**src/rtl/tpu_mac_pkg.sv**
```systemverilog
// Shared encodings for the TPU MAC sequencer: operand data types and FSM states.
package tpu_mac_pkg;

   typedef enum logic [1:0] {
      DT_INT8 = 2'b00,
      DT_FP16 = 2'b01,
      DT_FP32 = 2'b10,
      DT_RSVD = 2'b11
   } data_type_e;

   typedef enum logic [2:0] {
      ST_IDLE  = 3'd0,
      ST_LOAD  = 3'd1,
      ST_RUN   = 3'd2,
      ST_DRAIN = 3'd3,
      ST_RESP  = 3'd4
   } seq_state_e;

endpackage

```
**src/rtl/tpu_mac_sequencer.sv**
```systemverilog
// TPU MAC sequencer: loads a stationary weight into an external MAC, issues N
// accumulate ops that chain the MAC result back as the partial sum, and returns
// the final sum with a sticky overflow flag. Keeps saturating perf counters.
module tpu_mac_sequencer
   import tpu_mac_pkg::*;
#(
   parameter int DATA_WIDTH = 32,
   parameter int CNT_WIDTH  = 16
) (
   input  logic                  clk,
   input  logic                  rst,
   input  logic                  cmd_valid,
   output logic                  cmd_ready,
   input  logic [1:0]            cmd_data_type,
   input  logic [DATA_WIDTH-1:0] cmd_weight,
   input  logic [DATA_WIDTH-1:0] cmd_act,
   input  logic [DATA_WIDTH-1:0] cmd_bias,
   input  logic [CNT_WIDTH-1:0]  cmd_count,
   output logic                  mac_enable,
   output logic [1:0]            mac_data_type,
   output logic                  mac_load_weight,
   output logic                  mac_accumulate,
   output logic [DATA_WIDTH-1:0] mac_a,
   output logic [DATA_WIDTH-1:0] mac_b,
   output logic [DATA_WIDTH-1:0] mac_c,
   input  logic [DATA_WIDTH-1:0] mac_c_out,
   input  logic                  mac_overflow,
   output logic                  res_valid,
   input  logic                  res_ready,
   output logic [DATA_WIDTH-1:0] res_data,
   output logic                  res_overflow,
   input  logic                  perf_clear,
   output logic [CNT_WIDTH-1:0]  op_count,
   output logic [CNT_WIDTH-1:0]  ovf_count
);

   function automatic logic [CNT_WIDTH-1:0] sat_inc(input logic [CNT_WIDTH-1:0] v);
      return (&v) ? v : v + 1'b1;
   endfunction

   seq_state_e            state_q, state_d;
   data_type_e            type_q, type_d;
   logic [DATA_WIDTH-1:0] weight_q, weight_d;
   logic [DATA_WIDTH-1:0] act_q, act_d;
   logic [DATA_WIDTH-1:0] bias_q, bias_d;
   logic [CNT_WIDTH-1:0]  rem_q, rem_d;
   logic                  first_q, first_d;
   logic                  op_issued_q, op_issued_d;
   logic [DATA_WIDTH-1:0] res_data_q, res_data_d;
   logic                  res_ovf_q, res_ovf_d;
   logic [CNT_WIDTH-1:0]  op_cnt_q, op_cnt_d;
   logic [CNT_WIDTH-1:0]  ovf_cnt_q, ovf_cnt_d;
   logic                  accept;
   logic                  ovf_hit;

   // Next-state and MAC/handshake outputs; everything idles at zero by default.
   always_comb begin
      state_d         = state_q;
      cmd_ready       = 1'b0;
      res_valid       = 1'b0;
      mac_enable      = 1'b0;
      mac_data_type   = 2'b00;
      mac_load_weight = 1'b0;
      mac_accumulate  = 1'b0;
      mac_a           = '0;
      mac_b           = '0;
      mac_c           = '0;
      case (state_q)
         ST_IDLE: begin
            // Held low while reset is asserted so every output reads zero.
            cmd_ready = !rst;
            if (cmd_valid && !rst) begin
               state_d = (cmd_count == '0) ? ST_RESP : ST_LOAD;
            end
         end
         ST_LOAD: begin
            mac_enable      = 1'b1;
            mac_load_weight = 1'b1;
            mac_data_type   = type_q;
            mac_b           = weight_q;
            state_d         = ST_RUN;
         end
         ST_RUN: begin
            mac_enable     = 1'b1;
            mac_accumulate = 1'b1;
            mac_data_type  = type_q;
            mac_a          = act_q;
            mac_b          = weight_q;
            // MAC latency is one cycle, so the previous op's result is live now.
            mac_c          = first_q ? bias_q : mac_c_out;
            if (rem_q == CNT_WIDTH'(1)) begin
               state_d = ST_DRAIN;
            end
         end
         ST_DRAIN: begin
            state_d = ST_RESP;
         end
         ST_RESP: begin
            res_valid = 1'b1;
            if (res_ready) begin
               state_d = ST_IDLE;
            end
         end
         default: begin
            state_d = ST_IDLE;
         end
      endcase
   end

   assign accept  = (state_q == ST_IDLE) && cmd_valid && !rst;
   assign ovf_hit = op_issued_q && mac_overflow;

   // Command capture, op tracking, result capture and perf counters.
   always_comb begin
      type_d      = type_q;
      weight_d    = weight_q;
      act_d       = act_q;
      bias_d      = bias_q;
      rem_d       = rem_q;
      first_d     = (state_q == ST_LOAD);
      op_issued_d = mac_enable;
      res_data_d  = res_data_q;
      res_ovf_d   = res_ovf_q;
      op_cnt_d    = op_cnt_q;
      ovf_cnt_d   = ovf_cnt_q;
      if (accept) begin
         type_d    = data_type_e'(cmd_data_type);
         weight_d  = cmd_weight;
         act_d     = cmd_act;
         bias_d    = cmd_bias;
         rem_d     = cmd_count;
         res_ovf_d = 1'b0;
         if (cmd_count == '0) begin
            res_data_d = cmd_bias;
         end
      end else begin
         if (ovf_hit) begin
            res_ovf_d = 1'b1;
         end
         if (state_q == ST_RUN) begin
            rem_d = rem_q - 1'b1;
         end
         if (state_q == ST_DRAIN) begin
            res_data_d = mac_c_out;
         end
      end
      // A clear outranks any increment landing in the same cycle.
      if (perf_clear) begin
         op_cnt_d  = '0;
         ovf_cnt_d = '0;
      end else begin
         if (state_q == ST_RUN) begin
            op_cnt_d = sat_inc(op_cnt_q);
         end
         if (ovf_hit) begin
            ovf_cnt_d = sat_inc(ovf_cnt_q);
         end
      end
   end

   // State and datapath registers; reset discards any in-flight command.
   always_ff @(posedge clk or posedge rst) begin
      if (rst) begin
         state_q     <= ST_IDLE;
         type_q      <= DT_INT8;
         weight_q    <= '0;
         act_q       <= '0;
         bias_q      <= '0;
         rem_q       <= '0;
         first_q     <= 1'b0;
         op_issued_q <= 1'b0;
         res_data_q  <= '0;
         res_ovf_q   <= 1'b0;
         op_cnt_q    <= '0;
         ovf_cnt_q   <= '0;
      end else begin
         state_q     <= state_d;
         type_q      <= type_d;
         weight_q    <= weight_d;
         act_q       <= act_d;
         bias_q      <= bias_d;
         rem_q       <= rem_d;
         first_q     <= first_d;
         op_issued_q <= op_issued_d;
         res_data_q  <= res_data_d;
         res_ovf_q   <= res_ovf_d;
         op_cnt_q    <= op_cnt_d;
         ovf_cnt_q   <= ovf_cnt_d;
      end
   end

   assign res_data     = res_data_q;
   assign res_overflow = res_ovf_q;
   assign op_count     = op_cnt_q;
   assign ovf_count    = ovf_cnt_q;

endmodule

```
**config.mk**
```make
export PLATFORM = sky130hd
export DESIGN_NAME = tpu_mac_sequencer
export DESIGN_NICKNAME = d
export VERILOG_FILES = /design/src/rtl/tpu_mac_pkg.sv /design/src/rtl/tpu_mac_sequencer.sv
export SDC_FILE = /design/constraint.sdc
export NUM_CORES = 1
export LEC_CHECK = 0
export CAP_MARGIN = 20
export CORE_UTILIZATION = 46
export DETAILED_ROUTE_END_ITERATION = 7
export PLACE_DENSITY = 0.79
export SLEW_MARGIN = 0
export SYNTH_ARGS = -nofsm -noshare
export SYNTH_HDL_FRONTEND = slang
export SYNTH_SLANG_ARGS = --single-unit
```
**constraint.sdc**
```tcl
create_clock -name clk -period 7.21 [get_ports clk]
set_input_delay 1.8025 -clock clk [delete_from_list [all_inputs] [get_ports clk]]
set_output_delay 1.8025 -clock clk [all_outputs]
set_load 0.02 [all_outputs]
```
# Yosys cells after proc, flatten, opt, wreduce, memory -nomap -nowiden
# Index checks and enable logic that the tools add are counted.
# W data, S select, Z words.
# classes
add_sub_neg	3
n_eq_ne	11
reduce_logical	19
n_mux	28
# ops
operator	count
$mux W32	7
$mux W16	8
$add A16 B1 Y16 const B	2
$reduce_and A16 Y1	2
$eq A16 B1 Y1 const B	1
$logic_not A16 Y1	1
$sub A16 B1 Y16 const B	1
$pmux W3 S5	1
$mux W3	4
$ne A2 B2 Y1 const B	5
$reduce_bool A2 Y1	5
$mux W1	7
$eq A3 B2 Y1 const B	2
$reduce_and A2 Y1	3
$logic_and A1 B1 Y1	4
$eq A3 B1 Y1 const B	1
$eq A3 B3 Y1 const B	1
$logic_not A3 Y1	1
$reduce_and A3 Y1	1
$mux W2	1
$ne A2 B1 Y1 const B	1
$reduce_or A2 Y1	1
$logic_not A1 Y1	1
# totals
output_inout_bits	168
word_cells	73
ff_bits	184

# Logic depth before layout (Yosys ltp)
# Gate-level depths: netlist (run 1).
# logic_depth
word_depth	5
depth_mapped	8
mapped_depth_nobuf	5

# Worst setup path before layout (run 1)
# OpenSTA, ideal clock, no wires.
# synth_path
path_type	input port to output port
startpoint	input port rst
endpoint	output port cmd_ready
slack_ps	2931
t_arrival_ps	2477
path_stages	1
path_cell_list	nor4_1
# synth_between
elab_chain_cells	2
# synth_lines
element	line	source
start, declared	tpu_mac_sequencer.sv:11	input logic rst,
$logic_not A1 Y1 (no line)	--	
$mux W1	tpu_mac_sequencer.sv:68	case (state_q)
end, declared	tpu_mac_sequencer.sv:13	output logic cmd_ready,
# Every way passes these cells.

# Final worst setup path (run 1)
# Same ends and word-level chain as after synthesis.

==> results of run 1 <==
[state kept, by name (all words and copies together) (netlist names)]
name          count
res_overflow      1
type_q            2
op_count         16
bias_q           32
op_issued_q       1
ovf_count        16
rem_q            16
res_data         32
state_q           3
weight_q         32
first_q           1
act_q            32
[worst max-delay path, delay by kind of cell]
kind | cells | cell delay [ns]
buffers and inverters | 2 | 1.24
and+or+nand+nor | 1 | 0.28
[cell type report]
cell class	instances	area, um2	share of cell area (%)
antenna	1	2.50	0.0193
inverter	12	52.6	0.405
clock inverter	14	164	1.26
clock buffer	18	429	3.31
timing repair buffer	331	3280	25.3
multi-input combinational	750	4110	31.7
tap	260	325	2.51
sequential	184	4610	35.5
[stage by stage]
stage                     power (uW)  cell area, um2  setup WS, ns  std cells  util [%]
after floorplan                 2890            8970         0.407       1007         -
after global placement          3820           12400          2.08       1535      65.4
after detailed placement        3870           12400          2.08       1535      65.4
after CTS                       4850           13000          2.06       1567      68.6
after global routing            5120           13000          1.93       1570      68.7
final                           4810           13000          2.08       1570      68.7
[power groups by stage]
| stage | registers (uW) | clock network [uW] | logic, uW |
|---|---|---|---|
| after floorplan | 1720 | 0 | 1170 |
| after global routing | 1770 | 1020 | 2320 |
| final | 1720 | 954 | 2140 |
| after global placement | 1710 | 0 | 2110 |
| after CTS | 1720 | 972 | 2160 |
| after detailed placement | 1720 | 0 | 2160 |
[logic make-up (layout without fill, tap and decap cells)]
kind of cell | after synthesis | after routing | share of synthesized area (%)
AND/OR/NAND/NOR | 584 | 584 | 30.5
other | 0 | 1 | 0
multiplexers | 40 | 40 | 4.54
flip-flops | 184 | 184 | 51.3
AO/OA/AOI/OAI | 120 | 120 | 9.73
XOR/XNOR | 2 | 2 | 0.195
adder cells (fa/ha/maj) | 4 | 4 | 0.558
buffers and inverters | 73 | 375 | 3.18
[how the worst min path moves through the flow]
stage                                   startpoint                  endpoint  slack (ns)  depth (start not counted)
after global routing       weight_q[6]$_DFFE_PP0P_   weight_q[6]$_DFFE_PP0P_        0.49                          2
after global placement    weight_q[20]$_DFFE_PP0P_  weight_q[20]$_DFFE_PP0P_        0.45                          2
final                     weight_q[16]$_DFFE_PP0P_  weight_q[16]$_DFFE_PP0P_        0.46                          2
after CTS                 weight_q[13]$_DFFE_PP0P_  weight_q[13]$_DFFE_PP0P_        0.47                          2
after detailed placement  weight_q[13]$_DFFE_PP0P_  weight_q[13]$_DFFE_PP0P_        0.45                          2
after floorplan               act_q[0]$_DFFE_PP0P_      act_q[0]$_DFFE_PP0P_        0.44                          2
[metal layers]
metal	up-vias	part of all wire, %	global-route usage, %
li1	3990	-	-
met1	4000	40	33.5
met2	325	49	47.4
met3	40	8.3	8.74
met4	0	2.4	9.90
met5	-	0	0
[Yosys cell counts (all sizes together) (10+ instances only)]
library cell  number
nand4             13
or4               17
or3               13
nand2            325
inv               12
clkbuf            56
a221o             32
nor4              14
mux2i             34
nand3             12
o21ai             22
and2             100
a21oi             28
o31ai             10
dfrtp            184
nor2              51
==> results.yml, run 1 <==
timing:
  rsz0062_at_grt: "false"
  setup_viol: 0
  slew_headroom_pct: 28.7
  worstMarginPinSlew_ns: 1.07
  timing.hold.ws_ns: 0.463
  hold_violations: 0
  finalCriticalPeriod_ns: 5.13
  fmax_mhz: 195
  period_share_pct: 71.1
  tns_ns: 0
  finalMaxSlewViolations: 0
  fin_skew_ns: 0.0134
setup_path:
  crit_start: "rst"
  cp.arrival_ns: 3.33
  rr_endpoint: "op_count[11]$_DFFE_PP0P_"
  r2r-start: "state_q[1]$_DFFE_PP0P_"
  endpoint: "cmd_ready"
  cp-start-kind: "input pin"
  r2r_slack_ns: 4.52
  cp_max_fo: 3
  max_stage_delay_ns: 0.71
  endpoint_kind: "output port"
  reg2reg_depth: 5
  worstSetupPathType: "input pin to output port"
  path_common_cell: "clkdlybuf4s50_1"
  worstPathCellList: "clkdlybuf4s50_1, nor4_1, clkdlybuf4s50_1"
  cp_slowest_cell: "clkdlybuf4s50_1"
  critPathRequiredTime_ns: 5.41
global_routing:
  grt_pass1_wl_um: 43800
  grt_usage_pct: 27.9
  grt_overflow_total: 0
  antenna_found_initial: 1
  grt_pass1_vias: 8373
  grt_max_degree: 139
logic_synthesis:
  async_flop_share_pct: 100
  synth.distinct_cells: 46
  synth_area_um2: 8970
  yosys_register_bits: 184
  synth_flop_cell: "dfrtp_1"
  synth_area_leaders: "dfrtp_1 (51%), nand2_1 (14%), and2_1 (7.0%), mux2i_1 (3.8%), a221o_1 (3.6%)"
  synth_area_leader_cell: "dfrtp_1"
  synth.avg_cell_area_um2: 8.91
  syn_nets: 1163
  yosysSeqAreaShare_pct: 51.3
  ys_warn_count: 0
  synthCells: 1007
  synth-edff-count: 0
  yosysTopAreaCellShare_pct: 51.3
floorplan:
  pin_count: 320
  die-area_um2: 20100
  core.rowCount: 50
  chipHeight_um: 142
  dieWidth_um: 142
  core_um2: 18900
  initial_core_util_pct: 47.5
pwr:
  seqPwrFrac_pct: 35.7
  power.density_nw_per_um2: 371
  p_switching_uw: 1880
  power_frac_comb_pct: 44.5
  p_sw_share_pct: 39.1
  pwr-share-clk_pct: 19.8
  p_leak_uw: 0.00566
  internal_power_uw: 2930
  vdd_drop_max_mv: 0.197
clocking:
  ctsHoldBuffers: 0
  htree_levels: 4
  post_cts_buffers: 0
  cts.sinks: 184
  clockBufferDepth: 2
  ctsResizeCount: 0
  clkTransAtPathRegs_ns: 0.07
  cts_root_buf: "clkbuf_16"
  cts-buffers-inserted: 17
  cts_tree: "built"
  clk-insertion-delay-late_ns: 0.43
route:
  post-route-drc-count: 0
  vias: 8355
  dr.pass1.iters: 5
  detail-route-antenna-nets: 0
  wirelength_um: 27300
  avgRoutedWirePerCell_um: 17.4
  drt_iter0_drc: 540
  via_per_inst: 5.32
final_layout:
  final_cell_mix: "nand2_1 (324), clkdlybuf4s50_1 (319), dfrtp_1 (183)"
  final_common_cell: "nand2_1"
  area_growth_pct: 44.5
  final_nets: 1452
  fillers: 1540
  drive_above_1_share_pct: 4.97
worst_hold_path:
  holdCritPathClass: "flip-flop to flip-flop"
placement:
  gp_congestion: 0.813
  port_buffers: 319
  hpwl_um: 18000
outcome:
  status: "finished clean"
run:
  cap_violations: 0
Power figures use the tool's default switching activity.
==> inputs of run 2 (changes only) <==
==> constraint.sdc (replaced) <==
create_clock -name clk -period 4.75 [get_ports clk]
set_input_delay 1.1875 -clock clk [delete_from_list [all_inputs] [get_ports clk]]
set_output_delay 1.1875 -clock clk [all_outputs]
set_load 0.02 [all_outputs]
==> results.yml, run 2 (synthesis gave the netlist of run 1 again) <==
final_layout:
  postLayoutCellArea_um2: 13000
  fin_util_pct: 69.0
  final_common_cell: "nand2_1"
  final_nets: 1453
  n_antenna_cell: 0
  drive_above_1_share_pct: 5.11
  area_growth_pct: 45.2
  final_cell_mix: "nand2_1 (324), clkdlybuf4s50_1 (319), dfrtp_1 (183)"
route:
  via_per_inst: 5.37
  drt_iter0_drc: 426
  post-route-drc-count: 0
  top_layer: "met4"
  wirelength_um: 27500
  dr_wl_met3_um: 2220
  avgRoutedWirePerCell_um: 17.5
  detail-route-antenna-nets: 0
  drt-met1-wl_um: 11000
  wl_met2_um: 13400
  vias: 8431
  dr.pass1.iters: 5
floorplan:
  core_um2: 18900
  pin_count: 320
  dieWidth_um: 142
  initial_core_util_pct: 47.5
  chipHeight_um: 142
  core.rowCount: 50
  die-area_um2: 20100
placement:
  hpwl_um: 18600
  port_buffers: 319
  dpl_cell_area_um2: 12400
  place_ws_ns: 0.914
  gp_congestion: 0.824
setup_path:
  cp-start-kind: "flip-flop"
  cp.arrival_ns: 2.87
  crit_buf_inv: 2
  path_delay_family: "simple AND/OR/NAND/NOR gates"
  cp_slowest_cell: "clkdlybuf4s50_1"
  max_stage_delay_ns: 0.60
  cp_max_fo: 35
  worstSetupPathType: "flip-flop to output port"
  worstPathCellList: "or3b_2, inv_1, or2_2, and2_1, clkdlybuf4s50_1"
  endpoint_kind: "output port"
  critPathRequiredTime_ns: 3.56
global_routing:
  grt_max_degree: 81
  grt_overflow_total: 0
  grt_usage_pct: 27.9
  grt_pass1_wl_um: 43500
  grt_pass1_vias: 8356
  antenna_found_initial: 0
clocking:
  post_cts_buffers: 0
  clk-insertion-delay-late_ns: 0.43
  cts_root_buf: "clkbuf_16"
  htree_levels: 4
  cts_tree: "built"
  ctsHoldBuffers: 0
  cts.sinks: 184
  clkTransAtPathRegs_ns: 0.07
  ctsResizeCount: 0
  clockBufferDepth: 2
  cts-buffers-inserted: 17
timing:
  setup_viol: 0
  period_share_pct: 85.4
  hold_violations: 0
  slew_headroom_pct: 29.0
  fmax_mhz: 247
  finalCriticalPeriod_ns: 4.05
  rsz0062_at_grt: "false"
  fin_skew_ns: 0.00712
  tns_ns: 0
  postLayoutSetupSlackWorst_ns: 0.696
  worstMarginPinSlew_ns: 1.07
  finalMaxSlewViolations: 0
pwr:
  vdd_drop_max_mv: 0.328
  p_leak_uw: 0.00569
  power.density_nw_per_um2: 564
run:
  cap_violations: 0
outcome:
  status: "finished clean"
worst_hold_path:
  holdCritPathClass: "flip-flop to flip-flop"
-- run 2: worst paths after layout --
path,start,end,slack [ns],cells past startpoint
setup / recovery,state_q[1]$_DFFE_PP0P_,mac_b[5],0.70,5
hold / removal,act_q[27]$_DFFE_PP0P_,act_q[27]$_DFFE_PP0P_,0.46,2
setup reg to reg,state_q[1]$_DFFE_PP0P_,op_count[13]$_DFFE_PP0P_,2.06,5
hold reg to reg,act_q[27]$_DFFE_PP0P_,act_q[27]$_DFFE_PP0P_,0.46,2
max in group asynchronous,rst,rem_q[2]$_DFFE_PP0P_,2.53,3
min in group asynchronous,rst,bias_q[27]$_DFFE_PP0P_,1.34,2
-- run 2: area by class of cell --
cell class | count | area, um2
flip-flops and latches | 184 | 4610
multi-input cells | 750 | 4110
clock buffers | 19 | 453
inverters | 12 | 48.8
fillers | 1524 | 5860
repair buffers | 332 | 3320
clock inverters | 13 | 169
well taps | 260 | 325
-- run 2: metal layers --
metal	vias to the layer above	global-route usage (%)
li1	3985	-
met1	4093	33.3
met2	304	46.3
met3	49	8.94
met4	0	11.8
met5	-	0
-- run 2: report_power, final --
part           internal [uW]  leakage [uW]  switching (uW)  total [uW]
logic                   1490       0.00304            1740        3230
clock network            863      0.000304             640        1500
registers               2160       0.00235             447        2610
-- run 2: through the flow --
stage / std cells / power [uW] / hold slack, ns
4_1_cts: 1567 / 7390 / 0.471
3_3_place_gp: 1535 / 5780 / 0.449
3_5_place_dp: 1535 / 5860 / 0.454
5_1_grt: 1570 / 7790 / 0.494
2_1_floorplan: 1007 / 4380 / 0.437
6_report: 1570 / 7350 / 0.464
-- run 2: tightest hold or removal path, cell delays in order, from the launching register on --
cell	delay, ns
dfrtp_1	0.33
nand2_1	0.05
nand2_1	0.05
